### config.mk
export PLATFORM = sky130hd
export DESIGN_NAME = axi_slv_wr_responder
export DESIGN_NICKNAME = d
export VERILOG_FILES = /design/src/rtl/axi_xbar_pkg.sv /design/src/rtl/axi_sync_fifo.sv /design/src/rtl/axi_slv_wr_responder.sv
export SDC_FILE = /design/constraint.sdc
export NUM_CORES = 2
export LEC_CHECK = 0
export BUFFER_PORTS_ARGS = -buffer_cell sky130_fd_sc_hd__buf_2
export CAP_MARGIN = 25
export CORE_MARGIN = 2
export CORE_UTILIZATION = 44
export CTS_CLUSTER_SIZE = 40
export DETAILED_ROUTE_END_ITERATION = 10
export HOLD_SLACK_MARGIN = 0.02
export SLEW_MARGIN = 10
export SYNTH_ARGS = -nofsm -noshare
export SYNTH_HDL_FRONTEND = slang
export SYNTH_SLANG_ARGS = --single-unit
### constraint.sdc
create_clock -name aclk -period 4.8 [get_ports aclk]
set_input_delay 0.96 -clock aclk [delete_from_list [all_inputs] [get_ports aclk]]
set_output_delay 0.96 -clock aclk [all_outputs]
set_load 0.05 [all_outputs]
### src/rtl/axi_xbar_pkg.sv
`default_nettype none
// ============================================================================
//  Module   : axi_xbar_pkg
//  Purpose  : Shared AXI crossbar constants and queue-entry types.
//  Revision : 1.0  initial release
// ============================================================================
package axi_xbar_pkg;

   localparam logic [1:0] RESP_OKAY   = 2'b00;
   localparam logic [1:0] RESP_SLVERR = 2'b10;
   localparam logic [1:0] BURST_INCR  = 2'b01;

   // Entry layouts for the default configuration (4-bit IDs, 64-word memory)
   localparam int XBAR_ID_W  = 4;
   localparam int XBAR_IDX_W = 6;

   typedef struct packed {
      logic [XBAR_IDX_W-1:0] widx;
      logic [3:0]            len;
      logic [XBAR_ID_W-1:0]  id;
      logic [1:0]            burst;
   } aw_entry_t;

   typedef struct packed {
      logic [XBAR_ID_W-1:0] id;
      logic [1:0]           resp;
   } b_entry_t;

endpackage
`default_nettype wire

### src/rtl/axi_sync_fifo.sv
`default_nettype none
// ============================================================================
//  Module   : axi_sync_fifo
//  Purpose  : Single-clock FIFO with occupancy count and synchronous clear.
//  Revision : 1.0  initial release
// ============================================================================
module axi_sync_fifo #(
   parameter int WIDTH = 8,
   parameter int DEPTH = 4
) (
   input  logic                     aclk,
   input  logic                     aresetn,
   input  logic                     srst,
   input  logic                     push,
   input  logic [WIDTH-1:0]         push_data,
   input  logic                     pop,
   output logic [WIDTH-1:0]         pop_data,
   output logic                     full,
   output logic                     empty,
   output logic [$clog2(DEPTH):0]   count
);

   localparam int                 c_PTR_W = $clog2(DEPTH);
   localparam logic [c_PTR_W:0]   c_FULL  = DEPTH[c_PTR_W:0];

   logic [WIDTH-1:0]   r_mem [DEPTH];
   logic [c_PTR_W-1:0] r_wr_ptr;
   logic [c_PTR_W-1:0] r_rd_ptr;
   logic [c_PTR_W:0]   r_count;
   logic               w_push;
   logic               w_pop;

   assign w_push   = push && !full;
   assign w_pop    = pop && !empty;
   assign full     = (r_count == c_FULL);
   assign empty    = (r_count == '0);
   assign count    = r_count;
   assign pop_data = r_mem[r_rd_ptr];

   // Storage is cleared too so the head reads zero while empty after reset
   always_ff @(posedge aclk or negedge aresetn) begin
      if (!aresetn) begin
         r_wr_ptr <= '0;
         r_rd_ptr <= '0;
         r_count  <= '0;
         for (int i = 0; i < DEPTH; i++) r_mem[i] <= '0;
      end else if (srst) begin
         r_wr_ptr <= '0;
         r_rd_ptr <= '0;
         r_count  <= '0;
         for (int i = 0; i < DEPTH; i++) r_mem[i] <= '0;
      end else begin
         if (w_push) begin
            r_mem[r_wr_ptr] <= push_data;
            r_wr_ptr        <= r_wr_ptr + 1'b1;
         end
         if (w_pop) r_rd_ptr <= r_rd_ptr + 1'b1;
         case ({w_push, w_pop})
            2'b10:   r_count <= r_count + 1'b1;
            2'b01:   r_count <= r_count - 1'b1;
            default: r_count <= r_count;
         endcase
      end
   end

endmodule
`default_nettype wire

### src/rtl/axi_slv_wr_responder.sv
`default_nettype none
// ============================================================================
//  Module   : axi_slv_wr_responder
//  Purpose  : AXI3 write slave: AW queue, strobed memory writes, in-order B.
//  Revision : 1.0  initial release
// ============================================================================
module axi_slv_wr_responder
   import axi_xbar_pkg::*;
#(
   parameter int AXI_ADDR_W      = 32,
   parameter int AXI_ID_W        = 4,
   parameter int AXI_DATA_W      = 32,
   parameter int SLV_OSTDREQ_NUM = 4,
   parameter int MEM_DEPTH       = 64
) (
   input  logic                         aclk,
   input  logic                         aresetn,
   input  logic                         srst,
   input  logic                         awvalid,
   output logic                         awready,
   input  logic [AXI_ADDR_W-1:0]        awaddr,
   input  logic [3:0]                   awlen,
   input  logic [AXI_ID_W-1:0]          awid,
   input  logic [1:0]                   awburst,
   input  logic                         wvalid,
   output logic                         wready,
   input  logic                         wlast,
   input  logic [AXI_ID_W-1:0]          wid,
   input  logic [AXI_DATA_W-1:0]        wdata,
   input  logic [AXI_DATA_W/8-1:0]      wstrb,
   output logic                         bvalid,
   input  logic                         bready,
   output logic [AXI_ID_W-1:0]          bid,
   output logic [1:0]                   bresp,
   input  logic [$clog2(MEM_DEPTH)-1:0] dbg_addr,
   output logic [AXI_DATA_W-1:0]        dbg_rdata
);

   localparam int c_BYTE_W = $clog2(AXI_DATA_W/8);
   localparam int c_IDX_W  = $clog2(MEM_DEPTH);
   localparam int c_STRB_W = AXI_DATA_W/8;
   localparam int c_CNT_W  = $clog2(SLV_OSTDREQ_NUM) + 1;
   localparam logic [c_CNT_W-1:0] c_B_MAX = SLV_OSTDREQ_NUM[c_CNT_W-1:0];

   typedef struct packed {
      logic [c_IDX_W-1:0]  widx;
      logic [3:0]          len;
      logic [AXI_ID_W-1:0] id;
      logic [1:0]          burst;
   } slv_aw_t;

   typedef struct packed {
      logic [AXI_ID_W-1:0] id;
      logic [1:0]          resp;
   } slv_b_t;

   slv_aw_t              w_aw_push_data;
   slv_aw_t              w_aw_head;
   logic                 w_aw_full;
   logic                 w_aw_empty;
   logic                 w_aw_push;
   logic                 w_aw_pop;
   logic [c_CNT_W-1:0]   w_aw_cnt_unused;
   slv_b_t               w_b_push_data;
   slv_b_t               w_b_head;
   logic                 w_b_full_unused;
   logic                 w_b_empty;
   logic                 w_b_pop;
   logic [c_CNT_W-1:0]   w_b_cnt;
   logic                 w_w_hs;
   logic                 w_last_beat;
   logic                 w_beat_err;
   logic [c_IDX_W-1:0]   w_widx;
   logic                 w_unused;

   logic                 r_rst_done;
   logic [3:0]           r_beat_cnt;
   logic                 r_err;
   logic [AXI_DATA_W-1:0] r_mem [MEM_DEPTH];

   assign w_unused = ^awaddr;

   assign awready        = r_rst_done && !w_aw_full;
   assign w_aw_push      = awvalid && awready;
   assign w_aw_push_data = '{widx: awaddr[c_BYTE_W +: c_IDX_W], len: awlen,
                             id: awid, burst: awburst};

   axi_sync_fifo #(.WIDTH($bits(slv_aw_t)), .DEPTH(SLV_OSTDREQ_NUM)) u_aw_fifo (
      .aclk      (aclk),
      .aresetn   (aresetn),
      .srst      (srst),
      .push      (w_aw_push),
      .push_data (w_aw_push_data),
      .pop       (w_aw_pop),
      .pop_data  (w_aw_head),
      .full      (w_aw_full),
      .empty     (w_aw_empty),
      .count     (w_aw_cnt_unused)
   );

   // Beat length comes from the queued awlen; wlast only feeds the error flag
   assign wready      = !w_aw_empty && (w_b_cnt < c_B_MAX);
   assign w_w_hs      = wvalid && wready;
   assign w_last_beat = (r_beat_cnt == w_aw_head.len);
   assign w_beat_err  = (wlast != w_last_beat) || (wid != w_aw_head.id) ||
                        (w_aw_head.burst != BURST_INCR);
   assign w_widx      = w_aw_head.widx + c_IDX_W'(r_beat_cnt);
   assign w_aw_pop    = w_w_hs && w_last_beat;

   assign w_b_push_data = '{id: w_aw_head.id,
                            resp: (r_err || w_beat_err) ? RESP_SLVERR : RESP_OKAY};
   assign w_b_pop       = bvalid && bready;

   axi_sync_fifo #(.WIDTH($bits(slv_b_t)), .DEPTH(SLV_OSTDREQ_NUM)) u_b_fifo (
      .aclk      (aclk),
      .aresetn   (aresetn),
      .srst      (srst),
      .push      (w_aw_pop),
      .push_data (w_b_push_data),
      .pop       (w_b_pop),
      .pop_data  (w_b_head),
      .full      (w_b_full_unused),
      .empty     (w_b_empty),
      .count     (w_b_cnt)
   );

   assign bvalid = !w_b_empty;
   assign bid    = w_b_head.id;
   assign bresp  = w_b_head.resp;

   always_ff @(posedge aclk or negedge aresetn) begin
      if (!aresetn) begin
         r_rst_done <= 1'b0;
         r_beat_cnt <= '0;
         r_err      <= 1'b0;
      end else if (srst) begin
         r_rst_done <= 1'b0;
         r_beat_cnt <= '0;
         r_err      <= 1'b0;
      end else begin
         r_rst_done <= 1'b1;
         if (w_w_hs) begin
            if (w_last_beat) begin
               r_beat_cnt <= '0;
               r_err      <= 1'b0;
            end else begin
               r_beat_cnt <= r_beat_cnt + 1'b1;
               r_err      <= r_err || w_beat_err;
            end
         end
      end
   end

   // Memory survives srst; a beat coinciding with srst belongs to a discarded burst
   always_ff @(posedge aclk or negedge aresetn) begin
      if (!aresetn) begin
         for (int i = 0; i < MEM_DEPTH; i++) r_mem[i] <= '0;
      end else if (w_w_hs && !srst && (w_aw_head.burst == BURST_INCR)) begin
         for (int b = 0; b < c_STRB_W; b++) begin
            if (wstrb[b]) r_mem[w_widx][b*8 +: 8] <= wdata[b*8 +: 8];
         end
      end
   end

   assign dbg_rdata = r_mem[dbg_addr];

endmodule
`default_nettype wire

### Word-level counts from Yosys, hierarchy flattened

Cells that the tools add are included.

| word-level totals | value |
|---|---|
| flip-flop bits (word level) | 2156 |
| memories kept | 0 |
| logic and storage cells | 208 |
| latch bits | 0 |
| bits in read-only memories | 0 |
| bits in writable memories | 0 |

| operators by class | value |
|---|---|
| $add $sub $neg | 10 |
| eq/ne operators | 11 |
| reductions and logical operators | 32 |
| multipliers | 0 |
| mux-type cells | 58 |
| order comparisons | 10 |
| bitwise gates (word level) | 6 |
| shift-type cells | 0 |
| divide/modulo/power cells | 0 |

Operators by type and width:

| cell | number |
|---|---|
| 2-to-1 mux 2048 bit | 7 |
| bitwise mux 2048 bit | 4 |
| demux 32 bit (select 6 bit) | 4 |
| binary-select mux 32 bit (select 6 bit) | 1 |
| 2-to-1 mux 64 bit | 2 |
| 2-to-1 mux 32 bit | 3 |
| 2-to-1 mux 24 bit | 3 |
| bitwise mux 64 bit | 1 |
| 2-to-1 mux 16 bit | 4 |
| binary-select mux 16 bit (select 2 bit) | 1 |
| demux 16 bit (select 2 bit) | 1 |
| bitwise mux 24 bit | 1 |
| 2-to-1 mux 2 bit | 9 |
| 2-to-1 mux 6 bit | 3 |
| logical AND 1 bit | 15 |
| greater-or-equal comparator 7 bit, second input constant | 2 |
| NOT 6 -> 7 bit | 2 |
| binary-select mux 6 bit (select 2 bit) | 1 |
| demux 6 bit (select 2 bit) | 1 |
| greater-or-equal comparator 3 bit, second input constant | 4 |
| 2-to-1 mux 4 bit | 3 |
| NOT 2 -> 3 bit | 4 |
| one-hot mux 3 bit (2 select lines) | 2 |
| nonzero test 2 bit | 5 |
| 22 further kinds | 44 |

### Longest topological paths before layout

| logic depth | value |
|---|---|
| word-level depth | 21 |
| depth in mapped cells | 15 |
| depth with buffers taken out | 10 |

### By module

From an unflattened synthesis, not the netlist that was laid out.

| second synthesis, totals | value |
|---|---|
| cell total of the unflattened synthesis | 6597 |
| area total of the unflattened synthesis | 100801.7 sq um |

By module, submodules not included:

| module | cells each | sequential area each (sq um) | area an instance (sq um) | instances |
|---|---|---|---|---|
| axi_slv_wr_responder | 6136 | 51399.3 | 95290.1 | 1 |
| axi_sync_fifo (u_aw_fifo) | 309 | 1776.7 | 3809.9 | 1 |
| axi_sync_fifo (u_b_fifo) | 152 | 775.7 | 1701.6 | 1 |

### Least setup slack after synthesis

Ideal clock, no wire load.

| path | value |
|---|---|
| path kind | input port to output port |
| start | input dbg_addr[0] |
| end | output dbg_rdata[26] |
| setup slack | 271 ps |
| arrival time | 3569 ps |
| cell stages on the path | 7 |
| path through | clkbuf_1 -> clkbuf_1 -> buf_1 -> mux4_2 -> mux4_2 -> o22ai_1 -> nor3_1 |

| on the way | value |
|---|---|
| cells in the longest elaborated chain, start to end | 4 |

RTL lines:

| element | line | source |
|---|---|---|
| start, declared | axi_slv_wr_responder.sv:35 | `input logic [$clog2(MEM_DEPTH)-1:0] dbg_addr,` |
| NOT 6 -> 7 bit (implied by the code) | axi_slv_wr_responder.sv:165 | `assign dbg_rdata = r_mem[dbg_addr];` |
| binary-select mux 32 bit (select 6 bit) | axi_slv_wr_responder.sv:165 |  |
| 2-to-1 mux 32 bit (implied by the code) (2 in a row) | axi_slv_wr_responder.sv:165 |  |
| end, declared | axi_slv_wr_responder.sv:36 | `output logic [AXI_DATA_W-1:0] dbg_rdata` |

No other way between the ends. The select of a mux whose other input is x is not followed.

### Worst setup path after layout

| path | value |
|---|---|
| start | input dbg_addr[0] |
| end | output dbg_rdata[0] |

The elaborated chain is that of the path after synthesis.

==> summary.md <==
| Metric | Value |
|---|---|
| Critical Path End Type | `output pin` |
| Clock power frac | `about 44%` |
| Layout Nets | `7,680` |
| Min Hold Slack | `between 300 and 400 ps` |
| DIE AREA | `between 200,000 and 250,000 um2` |
| Unrepaired setup endpoints after global routing | `no` |
| Count of cell types in the netlist | `73` |
| CP required | `3840 ps` |
| Post-synth top area share | `between 50% and 60%` |
| Die width | `476 um` |
| Congestion Overflow GR | `0` |
| Yosys warns | `0` |
| DRT iter0 DRCs | `between 6k and 7k` |
| Drt total wl | `just under 300,000 um` |
| Vias | `67.3k` |
| Status | `finished, final reports clean` |
| Largest net degree at the start of global routing | `between 150 and 200` |
| Initial antenna violation count | `15` |
| Starting Density | `approximately 44%` |
| Critical path type | `input port to output pin` |
| Ys async rst share | `100%` |
| Vias per cell | `~6.3` |
| Crit share post-route | `a little under 100%` |
| Flip-flop and latch count after synthesis | `2,152` |
| CP max FO | `17` |
| Worst-case headroom to the max-slew limit | `24.7%` |
| Combinational power share | `under 10%` |
| Design internal power | `29.3 mW` |
| Filler instances | `roughly 19k` |
| DRC | `0` |
| Synth Area per Inst | `approximately 13 um2` |
| Root buf cell | `clkbuf_16` |
| Tot Pwr | `between 30 and 40 mW` |
| Post-Layout Cell Count | `around 11k` |
| Crit path DAT | `around 3800 ps` |
| Die Y | `around 480 um` |
| Cell Rows | `about 170` |
| Final Skew | `around 47 ps` |
| Cell Area, Placed | `just over 100,000 um2` |
| H-tree Lvls | `4` |
| Worst R2R Path Depth | `10` |
| Layout cell share with drive strength beyond 1 | `26.1%` |
| Top post-synthesis cells by area | `dfrtp_1 (55%), mux4_2 (15%), o21ai_0 (10%)` |
| CTS tree | `built` |
| Total CTS buffers | `about 220` |
| Worst-margin pin slew | `around 1100 ps` |
| I/O Buffers | `108` |
| Top FF cell, synth | `dfrtp_1` |
| Hold Path Depth | `3` |
| Routed Antenna Nets | `0` |
| Min Tclk post-route | `between 4000 and 5000 ps` |
| Flop pwr share | `~47%` |
| Fin. max-slew vios | `0` |
| Cell total after placement | `between 10k and 15k` |
| Final setup violation count | `0` |
| Final hold violation count | `0` |
| CP startpoint kind | `input port` |
| Drt wl/cell | `27.6 um` |
| Post-CTS Setup Inserts | `0` |
| Core area | `around 220,000 um2` |
| Register clock-pin slew on the reported worst setup and hold paths | `~60 ps` |
| I/O pins | `between 100 and 150` |
| Pwr Density | `roughly 360 nW/um2` |
| Detailed Place HPWL | `between 150,000 and 200,000 um` |
| Commonest cells post-synth | `dfrtp_1 (2,152), o21ai_0 (1,965), mux4_2 (641), clkbuf_1 (537), mux2_2 (506)` |
| Switching pwr | `10.3 mW` |
| F_max | `about 0.21 GHz` |
| Most frequent cell after synthesis | `dfrtp_1` |
| Clock latency on the worst-skew pair | `between 800 and 900 ps` |
| Sw frac | `about a quarter` |
| Hold crit path type | `input port to register` |
| Part of the Yosys area used for sequential elements | `between 50% and 60%` |
| First-pass GRT wire length | `450,000 um` |
| P&R area growth vs syn | `13.0%` |
| RePlAce Congestion | `roughly 0.85` |
| CTS Sinks | `2,152` |
| DR pass1 iterations | `6` |
| Register-to-register setup slack | `roughly 210 ps` |
| Largest area contributor in the netlist | `dfrtp_1` |
| Leak | `between 40 and 50 nW` |
| Post-Syn Area | `98,100 um2` |
| Peak VDD IR | `between 0.3 and 0.4 mV` |
| Fin area | `approximately 110,000 um2` |
| Syn Nets | `approximately 7.7k` |
| Total GRT Usage | `between 20% and 30%` |
| Post-synth EDFFs | `0` |
| Max_cap viols | `0` |
| Clk buf depth | `3` |
| Vias in the first global route | `68.4k` |
| Post-synthesis cell count | `~7.6k` |
cell type report:
type / count / area, um2 / area share (%)
multi-input cells: 4762 / 41500 / 37.5
repair buffers: 423 / 4210 / 3.80
clock inverters: 82 / 926 / 0.836
clock buffers: 332 / 6510 / 5.87
flip-flops and latches: 2152 / 53900 / 48.6
inverters: 9 / 33.8 / 0.0305
well taps: 2975 / 3720 / 3.36
diodes: 6 / 15.0 / 0.0135
critical path: stages:
cell	delay [ps]
buf_8	240
buf_12	280
buf_4	270
mux4_2	550
mux4_2	480
a22oi_1	290
nand2_2	240
buf_4	200
buf_2	200
per-layer routing:
metal	vias up	wire (um)	GRT usage, %	share of wire, %
met1	35600	123000	36.1	41
met5	-	58	0	0.020
met2	2650	138000	40.7	47
met3	566	22500	5.19	7.6
li1	28500	-	-	-
met4	8	12700	10.5	4.3
state kept, by name (all words and copies together), names as in the netlist:
signal	flops
r_rst_done	1
u_b_fifo.count	3
u_aw_fifo.r_mem	64
r_err	1
u_b_fifo.r_mem	20
r_mem	2048
r_beat_cnt	4
u_aw_fifo.r_rd_ptr	2
u_aw_fifo.count	3
u_b_fifo.r_rd_ptr	2
u_aw_fifo.r_wr_ptr	2
u_b_fifo.r_wr_ptr	2
power groups by stage:
stage               combinational (mW)  sequential, mW  clock (mW)
finish                            3.62            18.4        17.6
global placement                  3.56            18.7           0
global route                      3.89            18.4        18.6
detailed placement                3.62            18.7           0
floorplan                         2.03            18.7           0
CTS                               3.63            18.4        17.8
timing repair:
| action | 4_1_cts | 5_1_grt |
|---|---|---|
| gates resized for setup | 3 | 0 |
| hold endpoints to repair | 33 | 0 |
| setup endpoints to repair | 2 | 0 |
| hold buffers | 1 | 0 |
kinds of logic (layout without fill, tap and decap cells):
family | Yosys count | count (layout) | synth area share (%)
other cells | 1 | 7 | 0.00382
xor+xnor | 21 | 21 | 0.217
simple gates | 787 | 787 | 3.77
buf+inv | 718 | 846 | 2.87
compound gates | 2487 | 2487 | 14.1
mux | 1450 | 1450 | 24.0
flops | 2152 | 2152 | 54.9
fa+ha+maj | 16 | 16 | 0.227
through the flow:
stage               utilization (%)  TNS (ps)  setup slack [ps]
floorplan                         -         0               271
CTS                            49.9         0              59.5
global route                   49.9         0             0.249
detailed placement             46.6     -50.5             -40.0
global placement               46.6     -79.5             -52.7
finish                         49.9         0              28.3
layout by cell type, fill, tap and decap left out, drive strengths merged, types with 44 or more instances in the layout:
cell / instances
nand3: 75
nand2: 469
clkinv: 59
o22ai: 44
buf: 422
o2bb2ai: 280
mux2: 770
dfrtp: 2152
o21ai: 2006
mux4: 641
clkbuf: 332
nor2: 118
a21oi: 77
path summary, 6_finish.rpt:
kind | startpoint | endpoint
max | dbg_addr[0] | dbg_rdata[0]
min | wlast | r_err
min reg2reg | r_mem[1366] | r_mem[1366]
max reg2reg | u_aw_fifo.r_rd_ptr[0] | r_mem[1361]
min in group asynchronous | aresetn | u_aw_fifo.r_wr_ptr[0]
max in group asynchronous | aresetn | r_mem[94]
(Power assumes the default switching activity.)
